<file path="src/rtl/hex_word_loader_pkg.sv">
// Shared constants and types for the hex word loader and its helpers.
package hex_word_loader_pkg;

  // Control characters recognised in the incoming text stream.
  localparam logic [7:0] CH_SEP_SP = 8'h20;
  localparam logic [7:0] CH_CR     = 8'h0D;
  localparam logic [7:0] CH_LF     = 8'h0A;
  localparam logic [7:0] CH_GO     = 8'h21;
  localparam logic [7:0] CH_CLR    = 8'h23;

  // Parser states.
  typedef enum logic [1:0] {
    S_IDLE   = 2'd0,
    S_DIGITS = 2'd1,
    S_SKIP   = 2'd2,
    S_GO     = 2'd3
  } state_e;

  // Classification of one received byte.
  typedef struct packed {
    logic       is_digit;
    logic [3:0] nibble;
    logic       is_sep;
    logic       is_go;
    logic       is_clr;
  } char_class_t;

endpackage

</file>
<file path="src/rtl/hex_word_loader_if.sv">
// Byte-in / memory-write-out bundle between the UART side, the loader and the processor.
interface hex_word_loader_if #(
  parameter int unsigned IDX_W = 4
);

  logic [7:0]     i_rx_data;
  logic           i_rx_valid;
  logic           i_proc_busy;
  logic           o_wr_en;
  logic [IDX_W-1:0] o_wr_index;
  logic [31:0]    o_wr_data;
  logic           o_start;
  logic [IDX_W:0] o_word_count;
  logic           o_err_char;
  logic           o_err_ovf;
  logic           o_err_busy;

  // Loader side.
  modport slave (
    input  i_rx_data, i_rx_valid, i_proc_busy,
    output o_wr_en, o_wr_index, o_wr_data, o_start, o_word_count,
    output o_err_char, o_err_ovf, o_err_busy
  );

  // Environment side (receiver, processor, status LEDs).
  modport master (
    output i_rx_data, i_rx_valid, i_proc_busy,
    input  o_wr_en, o_wr_index, o_wr_data, o_start, o_word_count,
    input  o_err_char, o_err_ovf, o_err_busy
  );

endinterface

</file>
<file path="src/rtl/hex_word_loader_ascii_hex_decode.sv">
// Combinational ASCII classifier: hex digit value plus separator / go / clear flags.
module ascii_hex_decode
  import hex_word_loader_pkg::*;
(
  input  logic [7:0]  byte_i,
  output char_class_t class_o
);

  // Classify the byte; nibble is only meaningful when is_digit is set.
  always_comb begin
    class_o = '0;
    if (byte_i >= 8'h30 && byte_i <= 8'h39) begin
      class_o.is_digit = 1'b1;
      class_o.nibble   = byte_i[3:0];
    end else if ((byte_i >= 8'h41 && byte_i <= 8'h46) ||
                 (byte_i >= 8'h61 && byte_i <= 8'h66)) begin
      class_o.is_digit = 1'b1;
      // Letters A-F / a-f have low bits 1..6; add 9 to land on 10..15.
      class_o.nibble   = byte_i[3:0] + 4'd9;
    end
    class_o.is_sep = (byte_i == CH_SEP_SP) || (byte_i == CH_CR) || (byte_i == CH_LF);
    class_o.is_go  = (byte_i == CH_GO);
    class_o.is_clr = (byte_i == CH_CLR);
  end

endmodule

</file>
<file path="src/rtl/hex_word_loader.sv">
// Parses hex text from the UART into 32-bit words, writes them to consecutive memory
// slots and raises a one-cycle processor start pulse on '!'.
module hex_word_loader
  import hex_word_loader_pkg::*;
#(
  parameter int unsigned NUM_WORDS  = 16,
  parameter int unsigned IDX_W      = 4,
  parameter int unsigned MAX_DIGITS = 8
) (
  input  logic             i_Clk,
  input  logic             i_Rst_n,
  hex_word_loader_if.slave bus
);

  localparam int unsigned DCNT_W = $clog2(MAX_DIGITS + 1);

  char_class_t cls;

  state_e              state_q, state_d;
  logic [31:0]         acc_q, acc_d;
  logic [DCNT_W-1:0]   dcnt_q, dcnt_d;
  logic [IDX_W-1:0]    idx_q, idx_d;
  logic [IDX_W:0]      cnt_q, cnt_d;
  logic                wr_en_q, wr_en_d;
  logic [IDX_W-1:0]    wr_index_q, wr_index_d;
  logic [31:0]         wr_data_q, wr_data_d;
  logic                start_q, start_d;
  logic                err_char_q, err_char_d;
  logic                err_ovf_q, err_ovf_d;
  logic                err_busy_q, err_busy_d;

  // Per-byte actions derived from the current state and the decoded byte.
  logic act_clr, busy_drop, take;
  logic act_push, act_dovf, act_term, act_commit, act_go, act_char;
  logic dig_full, mem_full;

  ascii_hex_decode u_decode (
    .byte_i  (bus.i_rx_data),
    .class_o (cls)
  );

  assign dig_full = (dcnt_q == DCNT_W'(MAX_DIGITS));
  assign mem_full = (cnt_q == (IDX_W + 1)'(NUM_WORDS));

  // Decode the incoming byte into the action it triggers this cycle.
  always_comb begin
    act_clr    = bus.i_rx_valid && cls.is_clr;
    busy_drop  = bus.i_rx_valid && bus.i_proc_busy && !cls.is_clr;
    // S_GO lasts a single cycle and byte spacing keeps it clear of new input.
    take       = bus.i_rx_valid && !bus.i_proc_busy && !cls.is_clr && (state_q != S_GO);
    act_push   = take && cls.is_digit && (state_q != S_SKIP) && !dig_full;
    act_dovf   = take && cls.is_digit && (state_q != S_SKIP) && dig_full;
    act_term   = take && (cls.is_sep || cls.is_go);
    act_commit = act_term && (state_q == S_DIGITS);
    act_go     = take && cls.is_go;
    act_char   = take && !cls.is_digit && !cls.is_sep && !cls.is_go;
  end

  // State register and all datapath flops.
  always_ff @(posedge i_Clk or negedge i_Rst_n) begin
    if (!i_Rst_n) begin
      state_q    <= S_IDLE;
      acc_q      <= '0;
      dcnt_q     <= '0;
      idx_q      <= '0;
      cnt_q      <= '0;
      wr_en_q    <= 1'b0;
      wr_index_q <= '0;
      wr_data_q  <= '0;
      start_q    <= 1'b0;
      err_char_q <= 1'b0;
      err_ovf_q  <= 1'b0;
      err_busy_q <= 1'b0;
    end else begin
      state_q    <= state_d;
      acc_q      <= acc_d;
      dcnt_q     <= dcnt_d;
      idx_q      <= idx_d;
      cnt_q      <= cnt_d;
      wr_en_q    <= wr_en_d;
      wr_index_q <= wr_index_d;
      wr_data_q  <= wr_data_d;
      start_q    <= start_d;
      err_char_q <= err_char_d;
      err_ovf_q  <= err_ovf_d;
      err_busy_q <= err_busy_d;
    end
  end

  // Next-state logic.
  always_comb begin
    state_d = state_q;
    if (state_q == S_GO) begin
      state_d = S_IDLE;
    end
    if (act_clr) begin
      state_d = S_IDLE;
    end else if (act_push) begin
      state_d = S_DIGITS;
    end else if (act_dovf || act_char) begin
      state_d = S_SKIP;
    end else if (act_term) begin
      // A go that commits a word delays start by one cycle so write and start never overlap.
      state_d = (act_go && act_commit) ? S_GO : S_IDLE;
    end
  end

  // Datapath, strobes and sticky flags.
  always_comb begin
    acc_d      = acc_q;
    dcnt_d     = dcnt_q;
    idx_d      = idx_q;
    cnt_d      = cnt_q;
    wr_en_d    = 1'b0;
    wr_index_d = wr_index_q;
    wr_data_d  = wr_data_q;
    start_d    = (state_q == S_GO) || (act_go && !act_commit);
    err_char_d = err_char_q;
    err_ovf_d  = err_ovf_q;
    err_busy_d = err_busy_q;

    if (act_clr) begin
      acc_d      = '0;
      dcnt_d     = '0;
      idx_d      = '0;
      cnt_d      = '0;
      err_char_d = 1'b0;
      err_ovf_d  = 1'b0;
      err_busy_d = 1'b0;
    end else begin
      if (busy_drop) begin
        err_busy_d = 1'b1;
      end
      if (act_push) begin
        acc_d  = {acc_q[27:0], cls.nibble};
        dcnt_d = dcnt_q + 1'b1;
      end
      if (act_dovf || act_char || act_commit) begin
        acc_d  = '0;
        dcnt_d = '0;
      end
      if (act_dovf) begin
        err_ovf_d = 1'b1;
      end
      if (act_char) begin
        err_char_d = 1'b1;
      end
      if (act_commit) begin
        if (mem_full) begin
          err_ovf_d = 1'b1;
        end else begin
          wr_en_d    = 1'b1;
          wr_index_d = idx_q;
          wr_data_d  = acc_q;
          cnt_d      = cnt_q + 1'b1;
          // Index stops at the last slot; the full check blocks any further write.
          if (idx_q != IDX_W'(NUM_WORDS - 1)) begin
            idx_d = idx_q + 1'b1;
          end
        end
      end
    end
  end

  assign bus.o_wr_en      = wr_en_q;
  assign bus.o_wr_index   = wr_index_q;
  assign bus.o_wr_data    = wr_data_q;
  assign bus.o_start      = start_q;
  assign bus.o_word_count = cnt_q;
  assign bus.o_err_char   = err_char_q;
  assign bus.o_err_ovf    = err_ovf_q;
  assign bus.o_err_busy   = err_busy_q;

endmodule

</file>
<file path="src/flat_wrapper.sv">
// flat-port wrapper written by rule: the top's interface ports become plain ports
module hex_word_loader_flat import hex_word_loader_pkg::*;
#(
  parameter int unsigned NUM_WORDS  = 16,
  parameter int unsigned IDX_W      = 4,
  parameter int unsigned MAX_DIGITS = 8
)
  (i_Clk, i_Rst_n, bus_i_rx_data, bus_i_rx_valid, bus_i_proc_busy, bus_o_wr_en, bus_o_wr_index, bus_o_wr_data, bus_o_start, bus_o_word_count, bus_o_err_char, bus_o_err_ovf, bus_o_err_busy);
  hex_word_loader_if #(.IDX_W(IDX_W)) bus_i ();
  input  logic i_Clk;
  input  logic i_Rst_n;
  input wire logic [$bits(bus_i.i_rx_data)-1:0] bus_i_rx_data;
  input wire logic [$bits(bus_i.i_rx_valid)-1:0] bus_i_rx_valid;
  input wire logic [$bits(bus_i.i_proc_busy)-1:0] bus_i_proc_busy;
  output wire logic [$bits(bus_i.o_wr_en)-1:0] bus_o_wr_en;
  output wire logic [$bits(bus_i.o_wr_index)-1:0] bus_o_wr_index;
  output wire logic [$bits(bus_i.o_wr_data)-1:0] bus_o_wr_data;
  output wire logic [$bits(bus_i.o_start)-1:0] bus_o_start;
  output wire logic [$bits(bus_i.o_word_count)-1:0] bus_o_word_count;
  output wire logic [$bits(bus_i.o_err_char)-1:0] bus_o_err_char;
  output wire logic [$bits(bus_i.o_err_ovf)-1:0] bus_o_err_ovf;
  output wire logic [$bits(bus_i.o_err_busy)-1:0] bus_o_err_busy;
  assign bus_i.i_rx_data = bus_i_rx_data;
  assign bus_i.i_rx_valid = bus_i_rx_valid;
  assign bus_i.i_proc_busy = bus_i_proc_busy;
  assign bus_o_wr_en = bus_i.o_wr_en;
  assign bus_o_wr_index = bus_i.o_wr_index;
  assign bus_o_wr_data = bus_i.o_wr_data;
  assign bus_o_start = bus_i.o_start;
  assign bus_o_word_count = bus_i.o_word_count;
  assign bus_o_err_char = bus_i.o_err_char;
  assign bus_o_err_ovf = bus_i.o_err_ovf;
  assign bus_o_err_busy = bus_i.o_err_busy;
  hex_word_loader #(.NUM_WORDS(NUM_WORDS), .IDX_W(IDX_W), .MAX_DIGITS(MAX_DIGITS)) u_core (.i_Clk(i_Clk), .i_Rst_n(i_Rst_n), .bus(bus_i));
endmodule
</file>
<file path="config.mk">
export PLATFORM = sky130hd
export DESIGN_NAME = hex_word_loader_flat
export DESIGN_NICKNAME = d
export VERILOG_FILES = /design/src/rtl/hex_word_loader_pkg.sv /design/src/rtl/hex_word_loader_if.sv /design/src/rtl/hex_word_loader_ascii_hex_decode.sv /design/src/rtl/hex_word_loader.sv /design/src/flat_wrapper.sv
export SDC_FILE = /design/constraint.sdc
export NUM_CORES = 1
export LEC_CHECK = 0
export CAP_MARGIN = 20
export CORE_MARGIN = 5
export CORE_UTILIZATION = 40
export CTS_BUF_LIST = sky130_fd_sc_hd__clkbuf_4
export DETAILED_ROUTE_END_ITERATION = 7
export PLACE_DENSITY = 0.63
export RECOVER_POWER = 50
export SYNTH_ARGS = -nofsm -noshare
export SYNTH_HDL_FRONTEND = slang
export SYNTH_SLANG_ARGS = --single-unit
</file>
<file path="constraint.sdc">
create_clock -name i_Clk -period 2.6 [get_ports i_Clk]
set_input_delay 0.39 -clock i_Clk [delete_from_list [all_inputs] [get_ports i_Clk]]
set_output_delay 0.39 -clock i_Clk [all_outputs]
set_load 0.005 [all_outputs]
</file>
=== Word-level counts from Yosys, hierarchy flattened ===
Index checks and enable logic that the tools add are counted.

* Add/subtract/negate cells: 4
* Magnitude comparators: 6
* Eq/ne operators: 13
* Muxes and demuxes: 32
* Bitwise gates (word level): 2
* Reduce and logical (&&, ||, !) cells: 44

{| class="wikitable"
|+ Operator list
! operator !! count
|-
| 32-bit two-way mux || 3
|-
| 4-bit two-way mux || 7
|-
| 5-bit two-way mux || 5
|-
| 8-bit by 6-bit == test with 1-bit output, second input constant || 3
|-
| 1-bit logical AND || 21
|-
| 8-bit by 4-bit == test with 1-bit output, second input constant || 2
|-
| 8-bit by 7-bit >= comparator with 1-bit output, second input constant || 2
|-
| 8-bit by 7-bit less-or-equal comparator with 1-bit output, second input constant || 2
|-
| 2-bit two-way mux || 6
|-
| 1-bit two-way mux || 11
|-
| 4-bit by 1-bit adder with 4-bit output, second input constant || 2
|-
| 8-bit by 6-bit >= comparator with 1-bit output, second input constant || 1
|-
| 8-bit by 6-bit less-or-equal comparator with 1-bit output, second input constant || 1
|-
| 2-bit nonzero test || 4
|-
| 1-bit logical NOT || 7
|-
| 1-bit logical OR || 7
|-
| 3-bit AND reduction || 2
|-
| 5-bit by 1-bit adder with 5-bit output, second input constant || 1
|-
| 5-bit == test, second input constant || 1
|-
| 5-bit nonzero test || 1
|-
| 4-bit adder, second input constant || 1
|-
| 4-bit == test, second input constant || 1
|-
| 2-bit inequality test, second input constant || 2
|-
| 4-bit inequality test, second input constant || 1
|-
| 6 further kinds || 7
|}

* Register bits: 88
* Bits of input ports: 12
* Output and inout bits: 46
* Word-level logic and storage cells: 113

=== Logic depth before layout (Yosys ltp) ===
Gate-level depths: netlist of run 1.

* Depth in word-level cells: 13
* Gate-level depth with buffers: 11
* Depth with buffers taken out: 9

=== Hierarchy ===
Synthesis of run 1 repeated with hierarchy kept, for this count alone.

* Cell total of the unflattened synthesis: 358
* Area total of the unflattened synthesis: 3927.5 µm²

{| class="wikitable"
|+ Modules (own cells, without submodules)
! module !! times used !! cells each !! area each (µm²) !! sequential area each (µm²)
|-
| hex_word_loader || 1 || 329 || 3683.5 || 2202.1
|-
| ascii_hex_decode || 1 || 29 || 244.0 || 0.0
|}

=== Worst setup path after synthesis of run 1 ===
Ideal clock, no wire load.

* Path type: input to register
* From: in bus_i_rx_data[1]
* To: reg u_core.idx_q[3]
* Setup time: 78 ps
* Data arrival time: 2138 ps
* Data required time: 2522 ps
* Slack: 384 ps
* Stages on the path: 9
* Buffers on the path: 1
* Cell sequence: inv_1 -> ha_1 -> and4b_1 -> o31a_2 -> nor2_2 -> or4b_1 -> clkbuf_1 -> or3_1 -> a21oi_1

* Word-level cells in the longest chain between the ends: 8
* Elaborated cells on any way between the ends: 19
* Those cells by class: eq/ne: 6; mux: 1; reduce/logical: 12

{| class="wikitable"
|+ RTL lines
! item !! line !! text
|-
| start: declaration || flat_wrapper.sv:12 || <nowiki>input wire logic [$bits(bus_i.i_rx_data)-1:0] bus_i_rx_data;</nowiki>
|-
| 8-bit by 6-bit == test with 1-bit output (tied with other cells) || hex_word_loader_ascii_hex_decode.sv:23 || <nowiki>class_o.is_clr = (byte_i == CH_CLR);</nowiki>
|-
| 1-bit logical NOT / 1-bit logical OR (equally long branches) || hex_word_loader.sv:50, hex_word_loader_ascii_hex_decode.sv:21 ||
|-
| 1-bit logical AND / 1-bit logical OR (equally long branches) || hex_word_loader.sv:50, hex_word_loader_ascii_hex_decode.sv:21 ||
|-
| 1-bit logical AND / 1-bit logical OR (equally long branches) || hex_word_loader.sv:50, hex_word_loader.sv:53 ||
|-
| 1-bit logical AND || hex_word_loader.sv:53 || <nowiki>act_term = take && (cls.is_sep || cls.is_go);</nowiki>
|-
| 1-bit logical AND || hex_word_loader.sv:54 || <nowiki>act_commit = act_term && (state_q == S_DIGITS);</nowiki>
|-
| 2-bit nonzero test (no source line) || - ||
|-
| 3-bit AND reduction (no source line) || - ||
|-
| end signal: assignment || hex_word_loader.sv:78 || <nowiki>idx_q <= idx_d;</nowiki>
|-
| end: declaration || hex_word_loader.sv:22 || <nowiki>logic [IDX_W-1:0] idx_q, idx_d;</nowiki>
|}

Parallel ways exist; a longest one is shown, timed or not.
A chain may end at the register's enable or synchronous reset.

=== Worst setup path in the final report of run 1 ===
* From: in bus_i_rx_data[1]
* To: reg u_core.acc_q[18]

* Word-level cells in the longest chain between the ends: 13
* Elaborated cells on any way between the ends: 41
* Those cells by class: order compare: 6; eq/ne: 5; mux: 4; reduce/logical: 26

{| class="wikitable"
|+ RTL lines
! item !! line !! text
|-
| 8-bit by 7-bit >= comparator with 1-bit output (tied with other cells) || hex_word_loader_ascii_hex_decode.sv:15 || <nowiki>end else if ((byte_i >= 8'h41 && byte_i <= 8'h46) ||</nowiki>
|-
| 1-bit logical AND, on equally long branches || hex_word_loader_ascii_hex_decode.sv:15, hex_word_loader_ascii_hex_decode.sv:16 ||
|-
| 1-bit logical OR || hex_word_loader_ascii_hex_decode.sv:15 ||
|-
| 5-bit two-way mux || hex_word_loader_ascii_hex_decode.sv:15 ||
|-
| 5-bit two-way mux || hex_word_loader_ascii_hex_decode.sv:12 || <nowiki>if (byte_i >= 8'h30 && byte_i <= 8'h39) begin</nowiki>
|-
| 1-bit logical NOT || hex_word_loader.sv:56 || <nowiki>act_char = take && !cls.is_digit && !cls.is_sep && !cls.is_go;</nowiki>
|-
| 1-bit logical AND (3 in a row) || hex_word_loader.sv:56 ||
|-
| 1-bit logical OR (2 in a row) || hex_word_loader.sv:138 || <nowiki>if (act_dovf || act_char || act_commit) begin</nowiki>
|-
| 32-bit two-way mux || hex_word_loader.sv:138 ||
|-
| 32-bit two-way mux || hex_word_loader.sv:122 || <nowiki>if (act_clr) begin</nowiki>
|-
| end signal: assignment || hex_word_loader.sv:63 || <nowiki>acc_q <= '0;</nowiki>
|-
| end signal: assignment || hex_word_loader.sv:76 || <nowiki>acc_q <= acc_d;</nowiki>
|-
| end: declaration || hex_word_loader.sv:20 || <nowiki>logic [31:0] acc_q, acc_d;</nowiki>
|}

Parallel ways exist; a longest one is shown, timed or not.

==> results of run 1 <==
## synth_stat cells, types with 4 or more instances
cell type	count	area share
nand2_1	177	0.16
buf_2	8	0.0098
a21oi_1	24	0.029
xor2_1	5	0.011
inv_1	11	0.010
a21oi_2	10	0.021
o21ai_0	7	0.0086
nand3_1	17	0.021
o22ai_1	4	0.0061
ha_1	10	0.031
nor3_1	4	0.0049
dfrtp_1	88	0.54
clkbuf_1	13	0.012
nor2_1	10	0.0092
## power by group through the flow
stage | sequential, mW | clock, mW | combinational, mW
2_1_floorplan | 1.40 | 0 | 0.0588
3_3_place_gp | 1.40 | 0 | 0.154
3_5_place_dp | 1.40 | 0 | 0.157
4_1_cts | 1.38 | 0.747 | 0.159
5_1_grt | 1.38 | 0.808 | 0.169
6_report | 1.38 | 0.719 | 0.152
## state kept, by name (all words and copies together), names as in the netlist
name,flops
u_core.bus.o_err_char,1
u_core.state_q,2
u_core.acc_q,32
u_core.bus.o_word_count,5
u_core.dcnt_q,4
u_core.bus.o_wr_en,1
u_core.idx_q,4
u_core.bus.o_wr_data,32
u_core.bus.o_err_busy,1
u_core.bus.o_wr_index,4
u_core.bus.o_start,1
u_core.bus.o_err_ovf,1
## timing repair
item / CTS / global route
buffers inserted: 0 / 0
hold buffers: 1 / 0
hold endpoints to repair: 36 / 0
setup endpoints to repair: 0 / 0
## through the flow
step	std cells	power (mW)
final	668	2.25
after global routing	668	2.36
after CTS	668	2.28
after detailed placement	651	1.56
after global placement	651	1.56
after floorplan	444	1.46
## cells by family (layout without fill, tap and decap cells)
family,Yosys count,in the layout,synth area share
compound gates,64,64,0.111
xor+xnor,7,7,0.0150
fa+ha+maj,10,10,0.0307
buf+inv,36,127,0.0420
flops,88,88,0.540
mux,3,3,0.00736
simple gates,236,236,0.254
## how the worst max path moves through the flow
| stage | startpoint | to | slack [ns] | cells past startpoint |
|---|---|---|---|---|
| after floorplan | bus_i_rx_data[1] | u_core.idx_q[3]$_DFFE_PN0P_ | 0.38 | 9 |
| after global placement | bus_i_rx_data[1] | u_core.acc_q[18]$_DFFE_PN0P_ | -0.23 | 9 |
| after detailed placement | bus_i_rx_data[1] | u_core.acc_q[10]$_DFFE_PN0P_ | -0.35 | 9 |
| after CTS | bus_i_rx_data[1] | u_core.acc_q[18]$_DFFE_PN0P_ | 0.15 | 9 |
| after global routing | bus_i_rx_data[1] | u_core.idx_q[3]$_DFFE_PN0P_ | 0.01 | 9 |
| final | bus_i_rx_data[1] | u_core.acc_q[18]$_DFFE_PN0P_ | 0.13 | 9 |
## metal layers
metal	global-route usage	vias up	routed length, um
li1	-	1642	-
met1	0.196	1587	4010
met2	0.249	53	4380
met3	0.0344	10	298
met4	0.0517	0	116
met5	0	-	0
## worst register-to-register path, stage by stage (launching register included)
cell and delay (ns):
dfrtp_1 0.47, inv_1 0.07, ha_1 0.20, nor4bb_1 0.16, or4b_1 0.65, or3_1 0.38, a21oi_1 0.14
## layout make-up
type | instances | area [um2]
clock inverter | 7 | 65.1
timing repair buffer | 100 | 928
inverter | 11 | 41.3
sequential | 88 | 2200
fill | 946 | 4660
clock buffer | 9 | 67.6
tap | 133 | 166
multi-input combinational | 320 | 1730
==> summary.md, run 1 <==
| Metric | Value |
|---|---|
| Run status | `complete, no violations` |
| Accumulated negative setup slack | `0 ns` |
| WP buf/inv | `2` |
| Num rows | `36` |
| Dominant synthesized flop cell | `dfrtp_1` |
| Initial antenna violation count | `0` |
| Cell area power density | `432 mW/mm2` |
| Slowest Stage Delay on Critical Path | `roughly 0.54 ns` |
| Synthesized netlist cell count | `444` |
| PnR worst setup slack | `0.128 ns` |
| Most common cell after layout, fill and taps aside | `nand2_1` |
| Post-route cell area | `0.00520 mm2` |
| Maximum VDD drop | `roughly 190 uV` |
| Die Span Y | `about 110 um` |
| CORE AREA | `0.00986 mm2` |
| Final wirelength | `8810 um` |
| Slowest stage cell, crit path | `clkdlybuf4s50_1` |
| Most frequent cells in the layout | `nand2_1, dfrtp_1, buf_4` |
| Drt drc | `0` |
| Worst-path cell chain | `clkdlybuf4s50_1, inv_1, ha_1, and4b_1, o31a_2, nor2_2, nand2_1, o311ai_2, o21ai_0` |
| Final core occ | `0.527` |
| Sequential power share | `0.613` |
| Post-CTS sizing | `0` |
| First-pass GRT wire length | `about 16000 um` |
| Cell internal pwr | `1.65 mW` |
| Nets | `roughly 550` |
| CTS tree | `yes` |
| Clk buf depth | `2` |
| Total CTS buffers | `9` |
| Switching power | `0.595 mW` |
| Clock latency on the worst-skew pair | `~0.45 ns` |
| Worst-Margin Slew | `0.957 ns` |
| Largest net degree at the start of global routing | `53` |
| Final period utilization | `0.951` |
| Die X | `111 um` |
| Global placement routability congestion | `0.833` |
| Final Hold Viols | `0` |
| Final ANT Viol Nets | `0` |
| HP Class | `reg -> reg` |
| Final Max Tran Viols | `0` |
| N_diodes | `0` |
| Syn-to-layout area delta | `27.5%` |
| Sink Count | `88` |
| #FFs+latches synth | `88` |
| Data arrival time of the worst path | `2.78 ns` |
| Seq/Total Area, Yosys | `0.540` |
| 1st-iter DRT viols | `156` |
| Drt pass-1 iters | `4` |
| Number of global-route vias before repair | `3332` |
| P_leak | `around 2.5 nW` |
| Slew headroom | `0.362` |
| Post-Syn Nets | `466` |
| Tmin final | `2.47 ns` |
| Wire length per cell | `~13 um` |
| R2R cell count | `6` |
| Syn avg cell area | `between 9 and 10 um2` |
| Worst R2R Start | `u_core.bus.o_word_count[0]$_DFFE_PN0P_` |
| Final setup vio count | `0` |
| Crit. End Element | `register` |
| Vias/cell | `between 4 and 5` |
| Post-Place Worst Slack | `-0.347 ns` |
| Synth cell types | `52` |
| FFs w/ async S/R, synth | `1.00` |
| Clock Tree Root | `clkbuf_4` |
| Clk pwr share | `0.320` |
| Port bufs | `57` |
| GRT Total Usage | `0.151` |
| Crit start category | `primary input` |
| Worst hold path depth | `2` |
| FF-to-FF End | `u_core.idx_q[3]$_DFFE_PN0P_` |
| Family with the most delay on the worst path | `compound AO/OA/AOI/OAI gates` |
| Die area | `0.0123 mm2` |
| Mapped Area | `0.00408 mm2` |
| Gate power share | `0.067` |
| Post-DP HPWL | `6500 um` |
| Crit path kind | `in -> reg` |
| Grt ovf | `0` |
| Share of layout cells above drive strength 1 | `0.153` |
| Max Freq | `0.405 GHz` |
| Ys Warns | `0` |
| Worst Clk Skew | `0.0345 ns` |
| CP max FO | `7` |
| Placed Area | `0.00507 mm2` |
| Starting Density | `0.413` |
| Max_cap viols | `0` |
| Total number of vias | `around 3300` |
| # IOs | `58` |
| RSZ-0062 raised after global routing | `false` |
| H-tree depth | `3` |
| Hold endpoint | `u_core.bus.o_wr_data[20]$_DFFE_PN0P_` |
| Flop-to-flop setup slack | `around 0.45 ns` |
| Clock slew at reported path FFs | `0.14 ns` |
| Required @ worst endpoint | `approximately 2.9 ns` |
| EDFF count, synth | `0` |
| Hold Path Origin | `u_core.bus.o_wr_data[20]$_DFFE_PN0P_` |
| Sw Ratio | `0.265` |
| WHS | `0.478 ns` |
Note: power is estimated with default switching activity, not from simulation.
==> run 2: changes to the inputs <==
--- a/config.mk
+++ b/config.mk
@@ -9,6 +9,7 @@
 export CORE_MARGIN = 5
 export CORE_UTILIZATION = 40
 export CTS_BUF_LIST = sky130_fd_sc_hd__clkbuf_4
+export CTS_CLUSTER_SIZE = 20
 export DETAILED_ROUTE_END_ITERATION = 7
 export PLACE_DENSITY = 0.63
 export RECOVER_POWER = 50
==> results of run 2 <==
Same layout as run 1: the final DEF is identical, and so are final timing and power.
==> run 3: changes to the inputs <==
--- a/config.mk
+++ b/config.mk
@@ -11,7 +11,6 @@
 export CTS_BUF_LIST = sky130_fd_sc_hd__clkbuf_4
 export CTS_CLUSTER_SIZE = 20
 export DETAILED_ROUTE_END_ITERATION = 7
-export PLACE_DENSITY = 0.63
 export RECOVER_POWER = 50
 export SYNTH_ARGS = -nofsm -noshare
 export SYNTH_HDL_FRONTEND = slang
==> run 3 against run 2 <==
First-iteration DRC count up 9.0%. Final cell count is the same. Global-route usage hardly changed. Via count is 0.33% higher. Clock-buffer cell count unchanged. Die area stayed put. Sequential power about the same. Fmax rose by 3.0%. Clock power decreased by 6.7%. Hold slack got worse by 0.0050 ns. Largest power group unchanged.
==> summary.md, run 3 (synthesis gave the netlist of run 1 again) <==
| Metric | Value |
|---|---|
| Run status | `complete, no violations` |
| Clock Tree Root | `clkbuf_4` |
| Worst-Margin Slew | `1.18 ns (+0.225 ns)` |
| RSZ-0062 raised after global routing | `false` |
| Cell area power density | `425 mW/mm2 (-1.7%)` |
| Final ANT Viol Nets | `0 (unchanged)` |
| P_leak | `2.52 nW (-0.27%)` |
| Worst Clk Skew | `0.0221 ns (-0.0124 ns)` |
| HP Class | `reg -> reg` |
| Post-CTS sizing | `0 (unchanged)` |
| Vias/cell | `4.94 (+0.33%)` |
| Slowest Stage Delay on Critical Path | `0.56 ns (+0.02 ns)` |
| # IOs | `58 (unchanged)` |
| GRT Total Usage | `0.151 (-0.000183)` |
| PnR worst setup slack | `0.200 ns (+0.0718 ns)` |
| Max Freq | `0.417 GHz (+3.0%)` |
| Final wirelength | `8940 um (+1.5%)` |
| Fillers | `934 (-1.3%)` |
| Wire length per cell | `13.4 um (+1.5%)` |
| CP max FO | `5 (-2)` |
| Number of global-route vias before repair | `3364 (+0.96%)` |
| Clock latency on the worst-skew pair | `0.43 ns (-0.02 ns)` |
| N_diodes | `0 (unchanged)` |
| Max_cap viols | `0 (unchanged)` |
| Most common cell after layout, fill and taps aside | `nand2_1` |
| Most frequent cells in the layout | `nand2_1, dfrtp_1, buf_4` |
| Required @ worst endpoint | `2.94 ns (+0.04 ns)` |
| 1st-iter DRT viols | `170 (+9.0%)` |
| Clock slew at reported path FFs | `0.13 ns (about the same)` |
| PnR Total Power | `2.20 mW (-2.1%)` |
| WHS | `0.473 ns (-0.00504 ns)` |
| Hold Path Origin | `u_core.bus.o_wr_data[23]$_DFFE_PN0P_` |
| Post-route cell area | `0.00518 mm2 (-0.36%)` |
| Die area | `0.0123 mm2 (unchanged)` |
| Area of the multi-input gates | `0.00173 mm2 (unchanged)` |
| Num rows | `36 (unchanged)` |
| Slew headroom | `0.212 (-0.150)` |
| Total CTS buffers | `9 (unchanged)` |
| Global placement routability congestion | `0.855 (+2.7%)` |
| Largest net degree at the start of global routing | `49 (-7.5%)` |
| Setup Fix Bufs, Post-CTS | `0 (unchanged)` |
| CTS tree | `yes` |
| Total number of vias | `3303 (+0.33%)` |
| Initial antenna violation count | `0 (unchanged)` |
| Area occupied by registers | `0.00220 mm2 (unchanged)` |
| Crit. End Element | `register` |
| H-tree depth | `3 (unchanged)` |
| Drt drc | `0 (unchanged)` |
| Data arrival time of the worst path | `2.74 ns (-0.04 ns)` |
| Maximum VDD drop | `202 uV (+8.2%)` |
| Placed Area | `0.00508 mm2 (+0.15%)` |
| Tmin final | `2.40 ns (-0.0718 ns)` |
| Nets | `553 (+0.18%)` |
| CORE AREA | `0.00986 mm2 (unchanged)` |
| Worst-path cell chain | `clkdlybuf4s50_1, inv_1, ha_1, and4b_1, o31a_2, nor2_2, or4b_1, or3_1, a21oi_1` |
| Final period utilization | `0.923 (-0.0276)` |
| Share of layout cells above drive strength 1 | `0.151 (-0.00187)` |
| Sink Count | `88 (unchanged)` |
| Drt pass-1 iters | `4 (unchanged)` |
| Flop-to-flop setup slack | `0.47 ns (+0.02 ns)` |
| Starting Density | `0.413 (unchanged)` |
| Final setup vio count | `0 (unchanged)` |
| Final Max Tran Viols | `0 (unchanged)` |
| Post-DP HPWL | `6620 um (+1.9%)` |
| Slowest stage cell, crit path | `or4b_1` |
| Die X | `111 um (unchanged)` |
| Worst R2R Start | `u_core.bus.o_word_count[0]$_DFFE_PN0P_` |
| Crit path from | `bus_i_rx_data[1]` |
| First-pass GRT wire length | `15600 um (+0.18%)` |
| Final Hold Viols | `0 (unchanged)` |
| Clk buf depth | `2 (unchanged)` |
| Die Span Y | `111 um (unchanged)` |
| Crit path kind | `in -> reg` |
| Syn-to-layout area delta | `27.1%` |
| Port bufs | `57 (unchanged)` |
| Crit start category | `primary input` |
| Post-Place Worst Slack | `-0.249 ns (+0.0980 ns)` |
| Grt ovf | `0 (unchanged)` |
-- run 3: cell count changes in the layout (fill, tap and decap cells not counted), sizes merged --
cell           previous run  this run
clkdlybuf4s50            34        33
inv                      13        12
clkbuf                   11        12
dlygate4sd3              23        24
-- run 3: worst paths after layout --
check | end | depth (start not counted)
max in group asynchronous | u_core.acc_q[26]$_DFFE_PN0P_ | 3
min | u_core.bus.o_wr_data[23]$_DFFE_PN0P_ | 2
min in group asynchronous | u_core.acc_q[21]$_DFFE_PN0P_ | 2
max | u_core.idx_q[3]$_DFFE_PN0P_ | 9
min reg2reg | u_core.bus.o_wr_data[23]$_DFFE_PN0P_ | 2
max reg2reg | u_core.idx_q[2]$_DFFE_PN0P_ | 8
-- run 3: routing by layer --
metal | share of wire | up-vias | global-route usage
met4 | 0.013 | 0 | 0.0427
met5 | 0 | - | 0
li1 | - | 1644 | -
met2 | 0.51 | 66 | 0.254
met3 | 0.035 | 8 | 0.0338
met1 | 0.45 | 1585 | 0.196
-- run 3: power by group --
| group | internal (mW) | switching (mW) | total, mW |
|---|---|---|---|
| Sequential | 1.37 | 0.00376 | 1.38 |
| Clock | 0.195 | 0.477 | 0.671 |
| Combinational | 0.0691 | 0.0843 | 0.153 |
| Total | 1.64 | 0.565 | 2.20 |
-- run 3: worst max-delay path: cells and delay by family --
family | cells | cell delay (ns)
adder cells (fa/ha/maj) | 1 | 0.24
buffers and inverters | 2 | 0.58
AND/OR/NAND/NOR | 4 | 1.21
AO/OA/AOI/OAI | 2 | 0.31
-- run 3: timing repair --
| item | CTS | global route |
|---|---|---|
| hold endpoints to repair | 46 | 0 |
| hold buffers | 1 | 0 |
| endpoints found under the setup margin | 0 | 0 |
-- run 3: final cells by class --
| class | count | area share |
|---|---|---|
| inverters | 11 | 0.00797 |
| flip-flops and latches | 88 | 0.425 |
| clock inverters | 6 | 0.00869 |
| well taps | 133 | 0.0321 |
| clock buffers | 9 | 0.0130 |
| multi-input cells | 320 | 0.334 |
| repair buffers | 101 | 0.179 |
-- run 3: metrics by stage --
stage	std cells	TNS, ns	util
after detailed placement	652	-11.84	0.515
final	668	0	0.525
after CTS	668	0	0.528
after floorplan	444	0	-
after global routing	668	0	0.525
after global placement	652	-4.42	0.515
